<file path="src/rtl/i2c_segment_target_pkg.sv">
`default_nettype none
// ============================================================================
// Module   : i2c_segment_target_pkg
// Brief    : Register map, CTRL bit positions, reset values and FSM states
// Revision : 1.0
// ============================================================================
package i2c_segment_target_pkg;

    localparam logic [1:0] c_reg_seg   = 2'd0;
    localparam logic [1:0] c_reg_ctrl  = 2'd1;
    localparam logic [1:0] c_reg_blink = 2'd2;

    localparam int c_ctrl_enable   = 0;
    localparam int c_ctrl_invert   = 1;
    localparam int c_ctrl_blink_en = 2;

    localparam logic [7:0] c_seg_rst   = 8'h00;
    localparam logic [2:0] c_ctrl_rst  = 3'b001;
    localparam logic [7:0] c_blink_rst = 8'h00;

    typedef enum logic [3:0] {
        S_IDLE       = 4'd0,
        S_ADDR       = 4'd1,
        S_ADDR_ACK   = 4'd2,
        S_PTR        = 4'd3,
        S_PTR_ACK    = 4'd4,
        S_WDATA      = 4'd5,
        S_WDATA_ACK  = 4'd6,
        S_RDATA      = 4'd7,
        S_RD_ACKCHK  = 4'd8,
        S_WAIT_STOP  = 4'd9
    } state_t;

endpackage
`default_nettype wire

</file>
<file path="src/rtl/i2c_bus_sync.sv">
`default_nettype none
// ============================================================================
// Module   : i2c_bus_sync
// Brief    : SCL/SDA synchronizers with SCL edge and START/STOP pulses
// Revision : 1.0
// ============================================================================
module i2c_bus_sync (
    input  logic clk,
    input  logic rst_n,
    input  logic i_scl,
    input  logic i_sda,
    output logic o_sda,
    output logic o_scl_rise,
    output logic o_scl_fall,
    output logic o_start,
    output logic o_stop
);

    logic [1:0] r_scl_sync;
    logic [1:0] r_sda_sync;
    logic       r_scl_hist;
    logic       r_sda_hist;
    logic [2:0] r_arm;
    logic       w_scl;
    logic       w_sda;
    logic       w_armed;

    always_ff @(posedge clk or negedge rst_n) begin
        if (!rst_n) begin
            r_scl_sync <= 2'b11;
            r_sda_sync <= 2'b11;
            r_scl_hist <= 1'b1;
            r_sda_hist <= 1'b1;
            r_arm      <= 3'b000;
        end else begin
            r_scl_sync <= {r_scl_sync[0], i_scl};
            r_sda_sync <= {r_sda_sync[0], i_sda};
            r_scl_hist <= r_scl_sync[1];
            r_sda_hist <= r_sda_sync[1];
            r_arm      <= {r_arm[1:0], 1'b1};
        end
    end

    // Events stay masked until the whole pipeline holds real pin samples,
    // so leaving reset mid-transfer cannot fake a START.
    assign w_armed    = r_arm[2];
    assign w_scl      = r_scl_sync[1];
    assign w_sda      = r_sda_sync[1];
    assign o_sda      = w_sda;
    assign o_scl_rise = w_armed &  w_scl & ~r_scl_hist;
    assign o_scl_fall = w_armed & ~w_scl &  r_scl_hist;
    assign o_start    = w_armed &  w_scl &  r_scl_hist &  r_sda_hist & ~w_sda;
    assign o_stop     = w_armed &  w_scl &  r_scl_hist & ~r_sda_hist &  w_sda;

endmodule
`default_nettype wire

</file>
<file path="src/rtl/i2c_segment_target.sv">
`default_nettype none
// ============================================================================
// Module   : i2c_segment_target
// Brief    : I2C target with SEG/CTRL/BLINK registers driving a 7-segment byte
// Revision : 1.0
// ============================================================================
module i2c_segment_target
    import i2c_segment_target_pkg::*;
#(
    parameter logic [6:0] I2C_ADDR       = 7'h42,
    parameter int         BLINK_PRESCALE = 16
) (
    input  logic       clk,
    input  logic       rst_n,
    input  logic       scl_in,
    input  logic       sda_in,
    output logic       sda_oe,
    output logic [7:0] seg_out,
    output logic       reg_wr
);

    localparam logic [BLINK_PRESCALE-1:0] c_pre_one = {{(BLINK_PRESCALE-1){1'b0}}, 1'b1};

    logic w_sda, w_scl_rise, w_scl_fall, w_start, w_stop;
    logic w_tick;
    logic [7:0] w_byte;
    logic [7:0] w_rd_data;

    state_t              r_state;
    logic [2:0]          r_bit_cnt;
    logic [7:0]          r_shift;
    logic [1:0]          r_ptr;
    logic                r_rw;
    logic                r_load;
    logic [7:0]          r_seg;
    logic [2:0]          r_ctrl;
    logic [7:0]          r_blink;
    logic                r_sda_oe;
    logic                r_reg_wr;
    logic [7:0]          r_seg_out;
    logic [BLINK_PRESCALE-1:0] r_pre;
    logic [7:0]          r_tick_cnt;
    logic                r_phase;

    i2c_bus_sync u_bus_sync (
        .clk        (clk),
        .rst_n      (rst_n),
        .i_scl      (scl_in),
        .i_sda      (sda_in),
        .o_sda      (w_sda),
        .o_scl_rise (w_scl_rise),
        .o_scl_fall (w_scl_fall),
        .o_start    (w_start),
        .o_stop     (w_stop)
    );

    assign w_byte = {r_shift[6:0], w_sda};
    assign w_tick = &r_pre;

    always_comb begin
        w_rd_data = 8'h00;
        case (r_ptr)
            c_reg_seg:   w_rd_data = r_seg;
            c_reg_ctrl:  w_rd_data = {5'b00000, r_ctrl};
            c_reg_blink: w_rd_data = r_blink;
            default:     w_rd_data = 8'h00;
        endcase
    end

    always_ff @(posedge clk or negedge rst_n) begin
        if (!rst_n) begin
            r_state    <= S_IDLE;
            r_bit_cnt  <= 3'd0;
            r_shift    <= 8'h00;
            r_ptr      <= 2'd0;
            r_rw       <= 1'b0;
            r_load     <= 1'b0;
            r_seg      <= c_seg_rst;
            r_ctrl     <= c_ctrl_rst;
            r_blink    <= c_blink_rst;
            r_sda_oe   <= 1'b0;
            r_reg_wr   <= 1'b0;
            r_pre      <= '0;
            r_tick_cnt <= 8'd0;
            r_phase    <= 1'b0;
        end else begin
            r_reg_wr <= 1'b0;
            r_pre    <= r_pre + c_pre_one;
            if (w_tick && r_blink != 8'd0) begin
                if (r_tick_cnt + 8'd1 == r_blink) begin
                    r_tick_cnt <= 8'd0;
                    r_phase    <= ~r_phase;
                end else begin
                    r_tick_cnt <= r_tick_cnt + 8'd1;
                end
            end

            if (w_start) begin
                r_state   <= S_ADDR;
                r_bit_cnt <= 3'd0;
                r_sda_oe  <= 1'b0;
                r_load    <= 1'b0;
            end else if (w_stop) begin
                r_state  <= S_IDLE;
                r_sda_oe <= 1'b0;
                r_load   <= 1'b0;
            end else begin
                case (r_state)
                    S_ADDR, S_PTR, S_WDATA: begin
                        if (w_scl_rise) begin
                            r_shift   <= w_byte;
                            r_bit_cnt <= r_bit_cnt + 3'd1;
                            if (r_bit_cnt == 3'd7) begin
                                if (r_state == S_ADDR) begin
                                    r_rw    <= w_byte[0];
                                    r_state <= (w_byte[7:1] == I2C_ADDR) ? S_ADDR_ACK : S_WAIT_STOP;
                                end else if (r_state == S_PTR) begin
                                    r_ptr   <= w_byte[1:0];
                                    r_state <= S_PTR_ACK;
                                end else begin
                                    case (r_ptr)
                                        c_reg_seg:  r_seg  <= w_byte;
                                        c_reg_ctrl: r_ctrl <= w_byte[2:0];
                                        c_reg_blink: begin
                                            r_blink    <= w_byte;
                                            r_tick_cnt <= 8'd0;
                                            r_phase    <= 1'b0;
                                        end
                                        default: ;
                                    endcase
                                    r_reg_wr <= (r_ptr != 2'd3);
                                    r_ptr    <= r_ptr + 2'd1;
                                    r_state  <= S_WDATA_ACK;
                                end
                            end
                        end
                    end
                    // First SCL fall drives ACK low, second releases it.
                    S_ADDR_ACK, S_PTR_ACK, S_WDATA_ACK: begin
                        if (w_scl_fall) begin
                            if (!r_sda_oe) begin
                                r_sda_oe <= 1'b1;
                            end else begin
                                r_sda_oe  <= 1'b0;
                                r_bit_cnt <= 3'd0;
                                if (r_state == S_ADDR_ACK && r_rw) begin
                                    r_state  <= S_RDATA;
                                    r_shift  <= w_rd_data;
                                    r_sda_oe <= ~w_rd_data[7];
                                    r_ptr    <= r_ptr + 2'd1;
                                end else if (r_state == S_ADDR_ACK) begin
                                    r_state <= S_PTR;
                                end else begin
                                    r_state <= S_WDATA;
                                end
                            end
                        end
                    end
                    S_RDATA: begin
                        if (w_scl_fall && r_load) begin
                            r_load   <= 1'b0;
                            r_shift  <= w_rd_data;
                            r_sda_oe <= ~w_rd_data[7];
                            r_ptr    <= r_ptr + 2'd1;
                        end else if (w_scl_fall && r_bit_cnt != 3'd0) begin
                            r_sda_oe <= ~r_shift[6];
                            r_shift  <= {r_shift[6:0], 1'b0};
                        end else if (w_scl_rise) begin
                            r_bit_cnt <= r_bit_cnt + 3'd1;
                            if (r_bit_cnt == 3'd7) r_state <= S_RD_ACKCHK;
                        end
                    end
                    S_RD_ACKCHK: begin
                        if (w_scl_fall) begin
                            r_sda_oe <= 1'b0;
                        end else if (w_scl_rise) begin
                            r_bit_cnt <= 3'd0;
                            r_load    <= ~w_sda;
                            r_state   <= w_sda ? S_WAIT_STOP : S_RDATA;
                        end
                    end
                    default: ;
                endcase
            end
        end
    end

    always_ff @(posedge clk or negedge rst_n) begin
        if (!rst_n) begin
            r_seg_out <= 8'h00;
        end else if (!r_ctrl[c_ctrl_enable]) begin
            r_seg_out <= 8'h00;
        end else begin
            r_seg_out <= (r_seg ^ {8{r_ctrl[c_ctrl_invert]}})
                       & {8{~(r_ctrl[c_ctrl_blink_en] && (r_blink != 8'd0) && r_phase)}};
        end
    end

    assign sda_oe  = r_sda_oe;
    assign reg_wr  = r_reg_wr;
    assign seg_out = r_seg_out;

endmodule
`default_nettype wire

</file>
<file path="config.mk">
export PLATFORM = sky130hd
export DESIGN_NAME = i2c_segment_target
export DESIGN_NICKNAME = d
export VERILOG_FILES = /design/src/rtl/i2c_segment_target_pkg.sv /design/src/rtl/i2c_bus_sync.sv /design/src/rtl/i2c_segment_target.sv
export SDC_FILE = /design/constraint.sdc
export NUM_CORES = 1
export LEC_CHECK = 0
export ABC_AREA = 0
export ABC_CLOCK_PERIOD_IN_PS = 6050
export CELL_PAD_IN_SITES_DETAIL_PLACEMENT = 1
export CELL_PAD_IN_SITES_GLOBAL_PLACEMENT = 2
export CORE_MARGIN = 8
export CORE_UTILIZATION = 47
export CTS_BUF_LIST = sky130_fd_sc_hd__clkbuf_4 sky130_fd_sc_hd__clkbuf_8
export DETAILED_ROUTE_END_ITERATION = 10
export DONT_BUFFER_PORTS = 1
export GPL_TIMING_DRIVEN = 0
export PLACE_DENSITY_LB_ADDON = 0.1
export REMOVE_ABC_BUFFERS = 1
export SLEW_MARGIN = 20
export SYNTH_ARGS = -nofsm -noshare
export SYNTH_HDL_FRONTEND = slang
export SYNTH_SLANG_ARGS = --single-unit
</file>
<file path="constraint.sdc">
create_clock -name clk -period 6.05 [get_ports clk]
set_input_delay 0.3025 -clock clk [delete_from_list [all_inputs] [get_ports clk]]
set_output_delay 0.3025 -clock clk [all_outputs]
set_load 0.01 [all_outputs]
</file>
; ---- Word-level counts from Yosys, hierarchy flattened
; Cells that the tools add are included.
[word_totals]
out_inout_bits = 10
wordCells = 205
reg_bits = 81
[classes]
bitwise = 23
reduce_logical = 27
add_sub_neg = 4
n_eq_ne = 42
muxes = 89
[ops]
columns = cell, count
row1 = $mux 8, 11
row2 = $mux 4, 15
row3 = $mux 7, 6
row4 = $reduce_and 8->1, 5
row5 = $ne 4x2->1 const B, 9
row6 = $mux 3, 11
row7 = $mux 1, 30
row8 = $pmux 8 s3, 1
row9 = $pmux 7 s3, 1
row10 = $mux 2, 9
row11 = $add 16x1->16 const B, 1
row12 = $eq 4x3->1 const B, 4
row13 = $pmux 4 s4, 1
row14 = $reduce_and 16->1, 1
row15 = $ne 3x2->1 const B, 5
row16 = $ne 2x2->1 const B, 7
row17 = $ne 4x1->1 const B, 3
row18 = $not 1->1, 12
row19 = $pmux 3 s4, 1
row20 = $reduce_and 11->1, 1
row21 = $reduce_and 10->1, 1
row22 = $reduce_bool 5->1, 2
row23 = $and 1x1->1, 9
row24 = $add 8x1->8 const B, 1
row25 = 28 further kinds, 38

; ---- Longest topological paths before layout
; Gate-level depths: netlist of run 1.
[logic_depth]
ltp_word = 12
mapped_depth = 9
ltp_nobuf = 8

; ---- Modules after synthesis
; From an unflattened synthesis of run 1, not the netlist that was laid out.
[hier_totals]
hier_cells = 406
area_unflattened_um2 = 4215.3
[by_module_without_submodules]
columns = mod, n_inst, seq_area_each_um2, cells_per_inst, area_per_inst_um2
row1 = i2c_segment_target, 1, 1803.0, 389, 3928.8
row2 = i2c_bus_sync, 1, 232.7, 17, 286.5

; ---- Least setup slack after synthesis of run 1
; Ideal clock, no wire load.
[synth_timing]
path_type = register to register
from = register r_tick_cnt[0]
to = register r_phase
t_arrival_ns = 1.998
path_buffers = 0
path_slack_ns = 3.974
path_stages_with_launch = 7
period_less_slack_ns = 2.076
path_cell_list = dfrtp_1 -> ha_1 -> xnor2_1 -> nand3_1 -> or3_1 -> or4_1 -> a21oi_1
[synth_between]
elab_chain_len = 12
[synth_rtl]
columns = element, line_no
row1 = from (decl), i2c_segment_target.sv:42  ; logic [7:0] r_tick_cnt;
row2 = from (signal assigned), i2c_segment_target.sv:94  ; r_tick_cnt <= r_tick_cnt + 8'd1;
row3 = $add 8x1->8 *, i2c_segment_target.sv:90  ; if (r_tick_cnt + 8'd1 == r_blink) begin
row4 = $eq 8x8->1 *, i2c_segment_target.sv:90
row5 = $mux 1 *, i2c_segment_target.sv:90
row6 = $mux 1 *, i2c_segment_target.sv:89  ; if (w_tick && r_blink != 8'd0) begin
row7 = $mux 1, i2c_segment_target.sv:121  ; case (r_ptr)
row8 = $mux 1, i2c_segment_target.sv:117  ; end else if (r_state == S_PTR) begin
row9 = $mux 1, i2c_segment_target.sv:114  ; if (r_state == S_ADDR) begin
row10 = $mux 1, i2c_segment_target.sv:113  ; if (r_bit_cnt == 3'd7) begin
row11 = $mux 1, i2c_segment_target.sv:110  ; if (w_scl_rise) begin
row12 = $mux 1, i2c_segment_target.sv:108  ; case (r_state)
row13 = $mux 1, i2c_segment_target.sv:103  ; end else if (w_stop) begin
row14 = $mux 1 *, i2c_segment_target.sv:98  ; if (w_start) begin
row15 = to (signal assigned), i2c_segment_target.sv:92  ; r_phase <= ~r_phase;
row16 = to (decl), i2c_segment_target.sv:43  ; logic r_phase;
; Every way passes the cells marked *; elsewhere a longest branch is shown, timed or not.
; A chain may end at the register's enable or synchronous reset.

; ---- Worst setup path after layout of run 1
[layout_timing]
from = register r_state[2]
to = register r_shift[6]
[layout_between]
elab_chain_len = 4
[layout_rtl]
columns = element, line_no
row1 = from (decl), i2c_segment_target.sv:29  ; state_t r_state;
row2 = from (signal assigned), i2c_segment_target.sv:116  ; r_state <= (w_byte[7:1] == I2C_ADDR) ? S_ADDR_ACK : S_WAIT_STOP;
row3 = from (signal assigned), i2c_segment_target.sv:179  ; r_state <= w_sda ? S_WAIT_STOP : S_RDATA;
row4 = "$eq 4x1->1, or another cell as far along", i2c_segment_target.sv:108
row5 = $reduce_or 3->1 or $logic_and 1x1->1 (tied branches), "i2c_segment_target.sv:108, i2c_segment_target.sv:146"
row6 = "$ne 2x1->1 (no source line), or another cell as far along", -
row7 = $reduce_and 8->1 (no source line), -
row8 = to (signal assigned), i2c_segment_target.sv:111  ; r_shift <= w_byte;
row9 = to (signal assigned), i2c_segment_target.sv:148  ; r_shift <= w_rd_data;
row10 = to (signal assigned), i2c_segment_target.sv:162  ; r_shift <= w_rd_data;
row11 = to (decl), i2c_segment_target.sv:31  ; logic [7:0] r_shift;
; Parallel ways exist; a longest one is shown, timed or not.

==> flow_metrics.py, run 1 <==
metrics = {
    "layout": {
        "nets": 429,
        "layout_commonest_cell": "dfrtp_1",
        "layout-drive-gt1-share": 0.119,
        "mostFrequentLayoutCells": "74 x dfrtp_1, 53 x nand2_1, 33 x nor2_1, 26 x xnor2_1",
        "area_growth_pct": 9.04,
        "fin_area_um2": 4530,
        "diodes": 0,
        "fillers": 987,
    },
    "critical_path": {
        "endpoint_kind": "register",
        "worst-path-buf-inv": 0,
        "worstReg2RegEnd": "r_shift[6]$_DFFE_PN0P_",
        "path_max_fanout": 14,
        "required_ns": 6.25,
        "cp_slowest_cell": "nor2b_1",
        "worst-r2r-cell-count": 5,
        "path_class": "reg2reg",
        "start_kind": "register",
        "cp.arrival_ns": 2.83,
        "cpPeakStageDelay_ns": 0.80,
        "cp_cell_sequence": "nor4bb_1 > o21ai_0 > a2111oi_0 > nor2b_1 > a21oi_1",
        "ff2ff_setup_slack_ns": 3.42,
        "critical-path-top-delay-family": "simple AND/OR/NAND/NOR gates",
        "worstReg2RegStart": "r_state[2]$_DFFE_PN0P_",
    },
    "min_path": {
        "min_to": "u_bus_sync.r_arm[2]$_DFF_PN0_",
        "worstHoldPathType": "reg2reg",
        "hold_depth": 0,
        "holdCritStartpoint": "u_bus_sync.r_arm[1]$_DFF_PN0_",
    },
    "clocking": {
        "h-tree-depth": 3,
        "cts.sinks": 81,
        "clock_latency_ns": 0.36,
        "ctsResizeCount": 0,
        "cts_buffers": 9,
        "cts-root-buf": "clkbuf_8",
        "clk_path_buf_depth": 2,
        "cts_tree": "yes",
        "clkTransAtPathRegs_ns": 0.09,
    },
    "run": {
        "maxCapViolCount": 0,
    },
    "timing": {
        "fin_crit_ns": 2.63,
        "holdWs_ns": 0.345,
        "hold_viol_final": 0,
        "finalCritPeriodShare": 0.435,
        "drv_slew": 0,
        "rsz0062_at_grt": "false",
        "fin_setup_tns_ns": 0,
        "relSlewSlack": 0.380,
        "setup_viol_count_final": 0,
        "clock-skew-final_ns": 0.0120,
        "worst_pin_slew_ns": 0.928,
        "clock.fmax_ghz": 0.380,
    },
    "floorplanning": {
        "io_pins": 14,
        "fp-row-count": 34,
        "dieArea_um2": 12100,
        "die_h_um": 110,
        "initial_core_util": 0.481,
        "fp.dieW_um": 110,
        "core_um2": 8640,
    },
    "global_routing": {
        "grt_usage": 0.165,
        "use_met3": 0.0291,
        "grt_pass1_vias": 3189,
        "grtUsageMet2": 0.272,
        "grt_max_degree": 82,
        "grt_antenna_before_repair": 0,
        "gr-total-overflow": 0,
        "grt_pass1_wl_um": 15800,
        "use_met1": 0.212,
        "grt_busiest_layer": "met2",
    },
    "detailed_routing": {
        "ant_nets": 0,
        "wire_per_inst_um": 17.6,
        "vias": 3037,
        "drcViolationCount": 0,
        "wl_um": 9300,
        "drt_pre_antenna_iters": 4,
        "vias_per_cell": 5.74,
        "drt_iter0_drc": 100,
    },
    "synth": {
        "syn_area_per_cell_um2": 10.0,
        "ys_seq_elements": 81,
        "ys_seq_area_frac": 0.491,
        "ys_warn_count": 0,
        "synth_edf_count": 0,
        "netlist_area_um2": 4150,
        "yosys_most_used_dff": "dfrtp_1",
        "syn_inst": 414,
        "async_flop_share": 1.00,
        "synth_cell_type_count": 60,
    },
    "pwr": {
        "powerDensity_nw_per_um2": 287,
        "ir_drop_uv": 175,
        "p_leak_uw": 0.00198,
    },
    "place": {
        "hpwl_um": 6470,
        "gp_congestion": 0.769,
        "placed_area_um2": 4230,
        "io_buffers": 0,
    },
    "run_status": {
        "outcome": "completed",
    },
}
[report_power, final]
part	internal [uW]	switching, uW
clock network	249	213
logic	81.6	104
registers	583	67.9
[repair_timing]
item,4_1_cts,5_1_grt
setup endpoints to repair,0,0
endpoints found under the hold margin,83,0
buffers inserted,0,0
hold buffers,4,0
[per-stage QoR]
step	std cells	setup WS, ns	util	power [uW]
2_1_floorplan	401	3.92	-	771
3_5_place_dp	509	3.44	0.490	833
3_3_place_gp	509	3.36	0.490	827
4_1_cts	529	3.42	0.524	1310
6_report	529	3.42	0.524	1300
5_1_grt	529	3.16	0.524	1370
[per-layer routing]
layer	share of wire	vias up
li1	-	1465
met1	0.48	1521
met2	0.47	36
met3	0.029	15
met4	0.016	0
met5	0	-
[synthesized netlist by cell type (all sizes together), types with 5 or more instances]
| cell type | number | area share |
|---|---|---|
| and3 | 7 | 0.011 |
| clkbuf | 8 | 0.0072 |
| nand4 | 6 | 0.011 |
| xor2 | 8 | 0.017 |
| nor3 | 16 | 0.022 |
| xnor2 | 26 | 0.055 |
| nand3 | 13 | 0.017 |
| dfrtp | 74 | 0.45 |
| a22oi | 5 | 0.0090 |
| mux2 | 15 | 0.041 |
| nor2b | 7 | 0.011 |
| nand2b | 5 | 0.0075 |
| inv | 12 | 0.011 |
| ha | 9 | 0.027 |
| buf | 5 | 0.0066 |
| dfstp | 7 | 0.044 |
| o21ai | 19 | 0.023 |
| nor2 | 33 | 0.030 |
| nand2 | 53 | 0.048 |
| mux2i | 10 | 0.024 |
| a21oi | 19 | 0.023 |
[cells by family after synthesis]
group	share of synthesized area
fa+ha+maj	0.0271
xor+xnor	0.0718
flops	0.491
buf+inv	0.0247
other cells	0.000904
compound gates	0.114
mux	0.0648
simple gates	0.206
[registers in the layout (all words and copies together), names as in the netlist, 3 cells and up]
name and cells:
r_pre 16, r_blink 8, r_seg 8, r_tick_cnt 8, seg_out 8, r_shift 7
r_state 4, r_bit_cnt 3, r_ctrl 3, u_bus_sync.r_arm 3
[worst max path at each step]
stage,startpoint,to,slack [ns],cells past startpoint
finish,r_state[2]$_DFFE_PN0P_,r_shift[6]$_DFFE_PN0P_,3.42,5
global route,r_state[2]$_DFFE_PN0P_,r_shift[1]$_DFFE_PN0P_,3.16,6
CTS,r_state[2]$_DFFE_PN0P_,r_shift[0]$_DFFE_PN0P_,3.42,6
detailed placement,r_state[2]$_DFFE_PN0P_,r_shift[2]$_DFFE_PN0P_,3.44,6
global placement,r_state[0]$_DFFE_PN0P_,r_blink[5]$_DFFE_PN0P_,3.36,5
floorplan,r_tick_cnt[2]$_DFF_PN0_,r_phase$_DFF_PN0_,3.92,6
[final cells by class]
type	count	area, um^2	share of cell area
timing repair buffer	4	57.6	0.0127
sequential	81	2040	0.450
tap	108	135	0.0299
clock buffer	10	138	0.0304
clock inverter	6	97.6	0.0216
inverter	12	45.0	0.00995
multi-input combinational	308	2020	0.446
Power figures use the tool's default switching activity.
==> run 2: changes to the inputs <==
- ABC_AREA: 0 -> 1
- ABC_CLOCK_PERIOD_IN_PS: 6050 -> 2500
- CORE_UTILIZATION: 47 -> 40
- clock period: 6.05 -> 2.5 ns (I/O delays scaled with it)
==> flow_metrics.py, run 2 <==
metrics = {
    "layout": {
        "nets": 571,
        "fin_util": 0.443,
        "diodes": 0,
        "layout-drive-gt1-share": 0.0924,
        "layout_commonest_cell": "nand2_1",
        "mostFrequentLayoutCells": "137 x nand2_1, 74 x dfrtp_1, 61 x nor2_1, 60 x inv_1, 55 x o21ai_0",
        "area_growth_pct": 9.08,
        "top_register": "r_pre",
        "largest_reg_flops": 16,
    },
    "critical_path": {
        "worst-r2r-cell-count": 10,
        "timing.critical_path.mode_cell": "nor2_4",
        "required_ns": 2.76,
        "path_class": "reg2reg",
        "cp_slowest_cell": "dfrtp_1",
        "cpPeakStageDelay_ns": 0.39,
        "cp.arrival_ns": 2.48,
        "endpoint_kind": "register",
        "path_max_fanout": 15,
        "cp_cell_sequence": "ha_1 > nand2_1 > nor2_4 > nand3_4 > nor3_4 > nand2_2 > nor2_4 > inv_2 > o21ai_4 > nor2_1",
        "start_kind": "register",
    },
    "pwr": {
        "p_leak_uw": 0.00223,
        "p_int_uw": 2300,
        "p_switching_uw": 1580,
        "powerDensity_nw_per_um2": 815,
        "power_frac_comb": 0.333,
        "ir_drop_uv": 483,
        "p_clk_frac": 0.267,
        "switching_share": 0.408,
        "seqPwrFrac": 0.401,
    },
    "timing": {
        "fin_crit_ns": 2.23,
        "clock-skew-final_ns": 0.0106,
        "setup_viol_count_final": 0,
        "drv_slew": 0,
        "relSlewSlack": 0.434,
        "fin_setup_tns_ns": 0,
        "finalWorstSetupSlack_ns": 0.273,
        "finalCritPeriodShare": 0.891,
        "holdWs_ns": 0.288,
        "clock.fmax_ghz": 0.449,
        "rsz0062_at_grt": "false",
        "hold_viol_final": 0,
        "worst_pin_slew_ns": 0.845,
    },
    "detailed_routing": {
        "vias_per_cell": 5.12,
        "drcViolationCount": 0,
        "vias": 3602,
        "wire_per_inst_um": 16.0,
        "drt_pre_antenna_iters": 4,
        "drt_iter0_drc": 220,
        "ant_nets": 0,
        "wl_um": 11300,
    },
    "place": {
        "io_buffers": 0,
        "hpwl_um": 8100,
        "gp_congestion": 0.857,
        "dp_slack_ns": 0.0148,
    },
    "synth": {
        "netlist_area_um2": 4370,
        "synth_cell_type_count": 37,
        "yosysMostFrequentCell": "nand2_1",
        "syn_area_per_cell_um2": 7.93,
        "synth_area_leader_cell": "dfrtp_1",
        "synthTopCellsByArea": "dfrtp_1 42%, nand2_1 12%, o21ai_0 6.3%",
        "ys_warn_count": 0,
        "synthTopCellsByCount": "137 x nand2_1, 74 x dfrtp_1, 61 x nor2_1, 60 x inv_1, 55 x o21ai_0",
        "ys_seq_area_frac": 0.466,
        "yosys_most_used_dff": "dfrtp_1",
        "synth_edf_count": 0,
        "async_flop_share": 1.00,
        "yosysTopAreaCellShare": 0.424,
        "syn_inst": 551,
        "ys_seq_elements": 81,
    },
    "min_path": {
        "worstHoldPathType": "in2reg",
        "hold_depth": 1,
    },
    "global_routing": {
        "grt_pass1_wl_um": 19300,
        "grt_antenna_before_repair": 0,
        "grt_pass1_vias": 3869,
        "grt_max_degree": 82,
        "gr-total-overflow": 0,
        "grt_usage": 0.167,
    },
    "clocking": {
        "clock_latency_ns": 0.37,
        "clk_path_buf_depth": 2,
        "cts.sinks": 81,
        "cts-root-buf": "clkbuf_8",
        "cts_tree": "yes",
        "cts_buffers": 9,
        "clkTransAtPathRegs_ns": 0.09,
        "h-tree-depth": 3,
    },
    "floorplanning": {
        "core_um2": 10700,
        "io_pins": 14,
        "initial_core_util": 0.406,
        "fp-row-count": 38,
        "dieArea_um2": 14500,
        "die_h_um": 121,
        "fp.dieW_um": 121,
    },
    "run": {
        "maxCapViolCount": 0,
    },
    "run_status": {
        "outcome": "completed",
    },
}
[run 2: final timing paths]
| kind | start | endpoint | slack (ns) |
|---|---|---|---|
| min | scl_in | u_bus_sync.r_scl_sync[0]$_DFF_PN1_ | 0.29 |
| max | r_pre[0]$_DFF_PN0_ | r_tick_cnt[1]$_DFF_PN0_ | 0.27 |
| min in group asynchronous | rst_n | seg_out[5]$_DFF_PN0_ | 0.31 |
| max reg2reg | r_pre[0]$_DFF_PN0_ | r_tick_cnt[1]$_DFF_PN0_ | 0.27 |
| max in group asynchronous | rst_n | u_bus_sync.r_sda_sync[1]$_DFF_PN1_ | 1.83 |
| min reg2reg | u_bus_sync.r_scl_sync[0]$_DFF_PN1_ | u_bus_sync.r_scl_sync[1]$_DFF_PN1_ | 0.36 |
[run 2: power groups by stage]
stage	Clock (uW)	Sequential, uW	Combinational [uW]
6_report	1040	1560	1290
3_3_place_gp	0	1570	1230
5_1_grt	1120	1580	1490
3_5_place_dp	0	1580	1260
2_1_floorplan	0	1550	948
4_1_cts	1070	1560	1300
[run 2: cell type report]
cell class,count,area [um^2]
inverter,63,236
multi-input combinational,399,2050
fill,1359,5980
clock buffer,10,131
clock inverter,6,73.8
sequential,81,2040
tap,140,175
timing repair buffer,4,57.6
[run 2: critical path, delay by kind of cell, from the launching register on]
family                   cells  cell delay [ns]
adder cells (fa/ha/maj)      1             0.20
flip-flops                   1             0.39
AO/OA/AOI/OAI                1             0.32
AND/OR/NAND/NOR              7             1.08
buffers and inverters        1             0.13
[run 2: metrics by stage]
| step | cells | power [uW] | cell area (um^2) |
|---|---|---|---|
| 2_1_floorplan | 543 | 2490 | 4320 |
| 3_3_place_gp | 683 | 2800 | 4500 |
| 3_5_place_dp | 683 | 2840 | 4500 |
| 4_1_cts | 703 | 3920 | 4760 |
| 5_1_grt | 703 | 4190 | 4760 |
| 6_report | 703 | 3880 | 4760 |
[run 2: layer usage]
layer,vias up,global-route usage,routed length [um]
met2,31,0.278,5420
met3,16,0.0392,267
met1,1756,0.210,5380
li1,1799,-,-
met4,0,0.0546,193
met5,-,0,0
[run 2: cell families (layout without fill, tap and decap cells)]
family	after synthesis	count (layout)	share of synthesized area
xor gates and xnor gates	21	21	0.0421
buffers and inverters	71	83	0.0647
DFF	81	81	0.466
other	1	1	0.000859
adders and majority gates	9	9	0.0258
and+or+nand+nor	291	291	0.304
AOI/OAI and AO/OA	77	77	0.0968
[run 2: repair_timing]
action	4_1_cts	5_1_grt
buffers inserted	0	0
endpoints found under the hold margin	83	0
resized for setup	1	0
setup endpoints to repair	1	0
hold buffers	4	0
==> run 3: changes to the inputs <==
- CTS_CLUSTER_DIAMETER: not set -> 50
- SYNTH_HIERARCHICAL: not set -> 1
==> flow_metrics.py, run 3 <==
metrics = {
    "pwr": {
        "ir_drop_uv": 380,
        "switching_share": 0.397,
        "powerDensity_nw_per_um2": 848,
        "seqPwrFrac": 0.404,
        "p_switching_uw": 1570,
        "p_leak_uw": 0.00211,
        "p_clk_frac": 0.246,
        "power_frac_comb": 0.350,
        "p_int_uw": 2380,
    },
    "critical_path": {
        "start_kind": "register",
        "worstSetupStartpoint": "u_bus_sync/r_scl_sync[1]$_DFF_PN1_",
        "cpPeakStageDelay_ns": 0.61,
        "critical-path-top-delay-family": "simple AND/OR/NAND/NOR gates",
        "path_class": "reg2reg",
        "cp_cell_sequence": "nand2_1 > nor2_1 > nand2_1 > inv_1 > nand2_2 > nor4_4 > inv_1 > nand2_1 > nor2_1",
        "worstReg2RegStart": "u_bus_sync/r_scl_sync[1]$_DFF_PN1_",
        "worst-path-buf-inv": 2,
        "timing.critical_path.mode_cell": "nand2_1",
        "path_max_fanout": 8,
        "cp_slowest_cell": "nor4_4",
        "cp.arrival_ns": 2.48,
        "endpoint_kind": "register",
        "required_ns": 2.75,
    },
    "place": {
        "dp_slack_ns": -0.369,
        "placed_area_um2": 4370,
        "gp_congestion": 0.815,
        "io_buffers": 0,
        "hpwl_um": 7920,
    },
    "global_routing": {
        "grt_max_degree": 82,
        "grt_pass1_vias": 3543,
        "grt_usage": 0.160,
        "grt_pass1_wl_um": 18300,
        "grt_antenna_before_repair": 0,
        "gr-total-overflow": 0,
    },
    "clocking": {
        "cts-root-buf": "clkbuf_8",
        "clock_latency_ns": 0.35,
        "cts_tree": "yes",
        "cts_buffers": 9,
        "cts.sinks": 81,
        "h-tree-depth": 3,
        "clk_path_buf_depth": 2,
        "clkTransAtPathRegs_ns": 0.08,
    },
    "detailed_routing": {
        "vias_per_cell": 5.12,
        "wire_per_inst_um": 16.0,
        "drt_iter0_drc": 169,
        "vias": 3438,
        "drt_pre_antenna_iters": 4,
        "drcViolationCount": 0,
        "wl_um": 10700,
        "ant_nets": 0,
    },
    "floorplanning": {
        "die_h_um": 119,
        "initial_core_util": 0.413,
        "fp-row-count": 37,
        "io_pins": 14,
        "core_um2": 10300,
        "fp.dieW_um": 119,
        "dieArea_um2": 14200,
    },
    "synth": {
        "synth_edf_count": 0,
        "ys_seq_area_frac": 0.478,
        "yosys_most_used_dff": "dfrtp_1",
        "netlist_area_um2": 4260,
        "synth_area_leader_cell": "dfrtp_1",
        "syn_area_per_cell_um2": 8.16,
        "syn_inst": 522,
        "synthTopCellsByCount": "121 x nand2_1, 74 x dfrtp_1, 58 x inv_1, 57 x nor2_1, 46 x o21ai_0",
        "ys_warn_count": 6,
        "yosysMostFrequentCell": "nand2_1",
        "ys_seq_elements": 81,
        "synthTopCellsByArea": "dfrtp_1 43%, nand2_1 11%, o21ai_0 5.4%",
        "synth_cell_type_count": 40,
        "yosysTopAreaCellShare": 0.435,
        "async_flop_share": 1.00,
    },
    "timing": {
        "holdWs_ns": 0.308,
        "drv_slew": 0,
        "rsz0062_at_grt": "false",
        "setup_viol_count_final": 0,
        "finalCritPeriodShare": 0.892,
        "fin_crit_ns": 2.23,
        "worst_pin_slew_ns": 0.644,
        "clock-skew-final_ns": 0.00991,
        "hold_viol_final": 0,
        "clock.fmax_ghz": 0.448,
        "finalWorstSetupSlack_ns": 0.270,
        "relSlewSlack": 0.567,
    },
    "layout": {
        "fin_area_um2": 4660,
        "nets": 543,
        "top_register": "r_pre",
        "largest_reg_flops": 16,
        "layout_commonest_cell": "nand2_1",
        "area_growth_pct": 9.34,
        "diodes": 0,
        "mostFrequentLayoutCells": "121 x nand2_1, 74 x dfrtp_1, 58 x inv_1, 56 x nor2_1, 46 x o21ai_0",
        "layout-drive-gt1-share": 0.0991,
    },
    "min_path": {
        "holdCritStartpoint": "scl_in",
        "worstHoldPathType": "in2reg",
    },
    "run": {
        "maxCapViolCount": 0,
    },
    "run_status": {
        "outcome": "completed",
    },
}
==> run 3: worst reg2reg max path, stage by stage, from the launching register on <==
cell and delay, ns:
dfstp_2 0.57, nand2_1 0.06, nor2_1 0.30, nand2_1 0.11, inv_1 0.12, nand2_2 0.09, nor4_4 0.61, inv_1 0.12
nand2_1 0.11, nor2_1 0.04
==> run 3: cell families (layout without fill, tap and decap cells) <==
logic type,Yosys count,count (layout),synth area share
adders and majority gates,9,9,0.0264
AOI/OAI and AO/OA,90,90,0.117
other,1,1,0.000880
buffers and inverters,69,82,0.0667
xor gates and xnor gates,24,24,0.0493
and+or+nand+nor,248,248,0.262
DFF,81,81,0.478
==> run 3: stage by stage <==
stage	total power, uW	utilization	std cells	TNS [ns]
after global placement	2920	0.423	649	-4.20
after floorplan	2580	-	513	0
after global routing	4270	0.451	671	0
after detailed placement	2960	0.423	649	-5.00
after CTS	4000	0.451	671	0
final	3950	0.451	671	0
==> run 3: final cells by class <==
| type | instances | area (um^2) |
|---|---|---|
| Tap cell | 136 | 170 |
| Sequential cell | 81 | 2040 |
| Clock buffer | 11 | 145 |
| Timing Repair Buffer | 6 | 72.6 |
| Clock inverter | 5 | 56.3 |
| Multi-Input combinational cell | 372 | 1950 |
| Inverter | 60 | 225 |
| Fill cell | 1252 | 5670 |
==> run 3: per-layer routing <==
layer | up-vias | share of wire | track usage
li1 | 1701 | - | -
met1 | 1699 | 0.51 | 0.220
met2 | 27 | 0.45 | 0.247
met3 | 11 | 0.023 | 0.0269
met4 | 0 | 0.014 | 0.0569
met5 | - | 0 | 0
==> run 3: what timing repair did <==
item                       4_1_cts  5_1_grt
hold buffers                     4        0
gates cloned                     0        0
setup endpoints to repair       25       12
resized for setup                2        1
hold endpoints to repair        83        0
pin swaps                        0        1
setup buffers                    2        0
==> run 3: power by group through the flow <==
| stage | combinational (uW) | sequential [uW] | clock [uW] |
|---|---|---|---|
| 3_3_place_gp | 1310 | 1610 | 0 |
| 3_5_place_dp | 1340 | 1620 | 0 |
| 2_1_floorplan | 997 | 1580 | 0 |
| 5_1_grt | 1580 | 1620 | 1070 |
| 4_1_cts | 1390 | 1600 | 1010 |
| 6_report | 1380 | 1600 | 970 |
==> run 3: final timing paths <==
path / slack (ns) / cells past startpoint / endpoint
worst max-delay path: 0.27 / 9 / r_phase$_DFF_PN0_
worst min-delay path: 0.31 / 1 / u_bus_sync/r_scl_sync[0]$_DFF_PN1_
worst max register to register: 0.27 / 9 / r_phase$_DFF_PN0_
worst min register to register: 0.35 / 0 / u_bus_sync/r_arm[2]$_DFF_PN0_
max in group asynchronous: 1.77 / 2 / r_ctrl[0]$_DFFE_PN1P_
min in group asynchronous: 0.38 / 2 / r_tick_cnt[3]$_DFF_PN0_
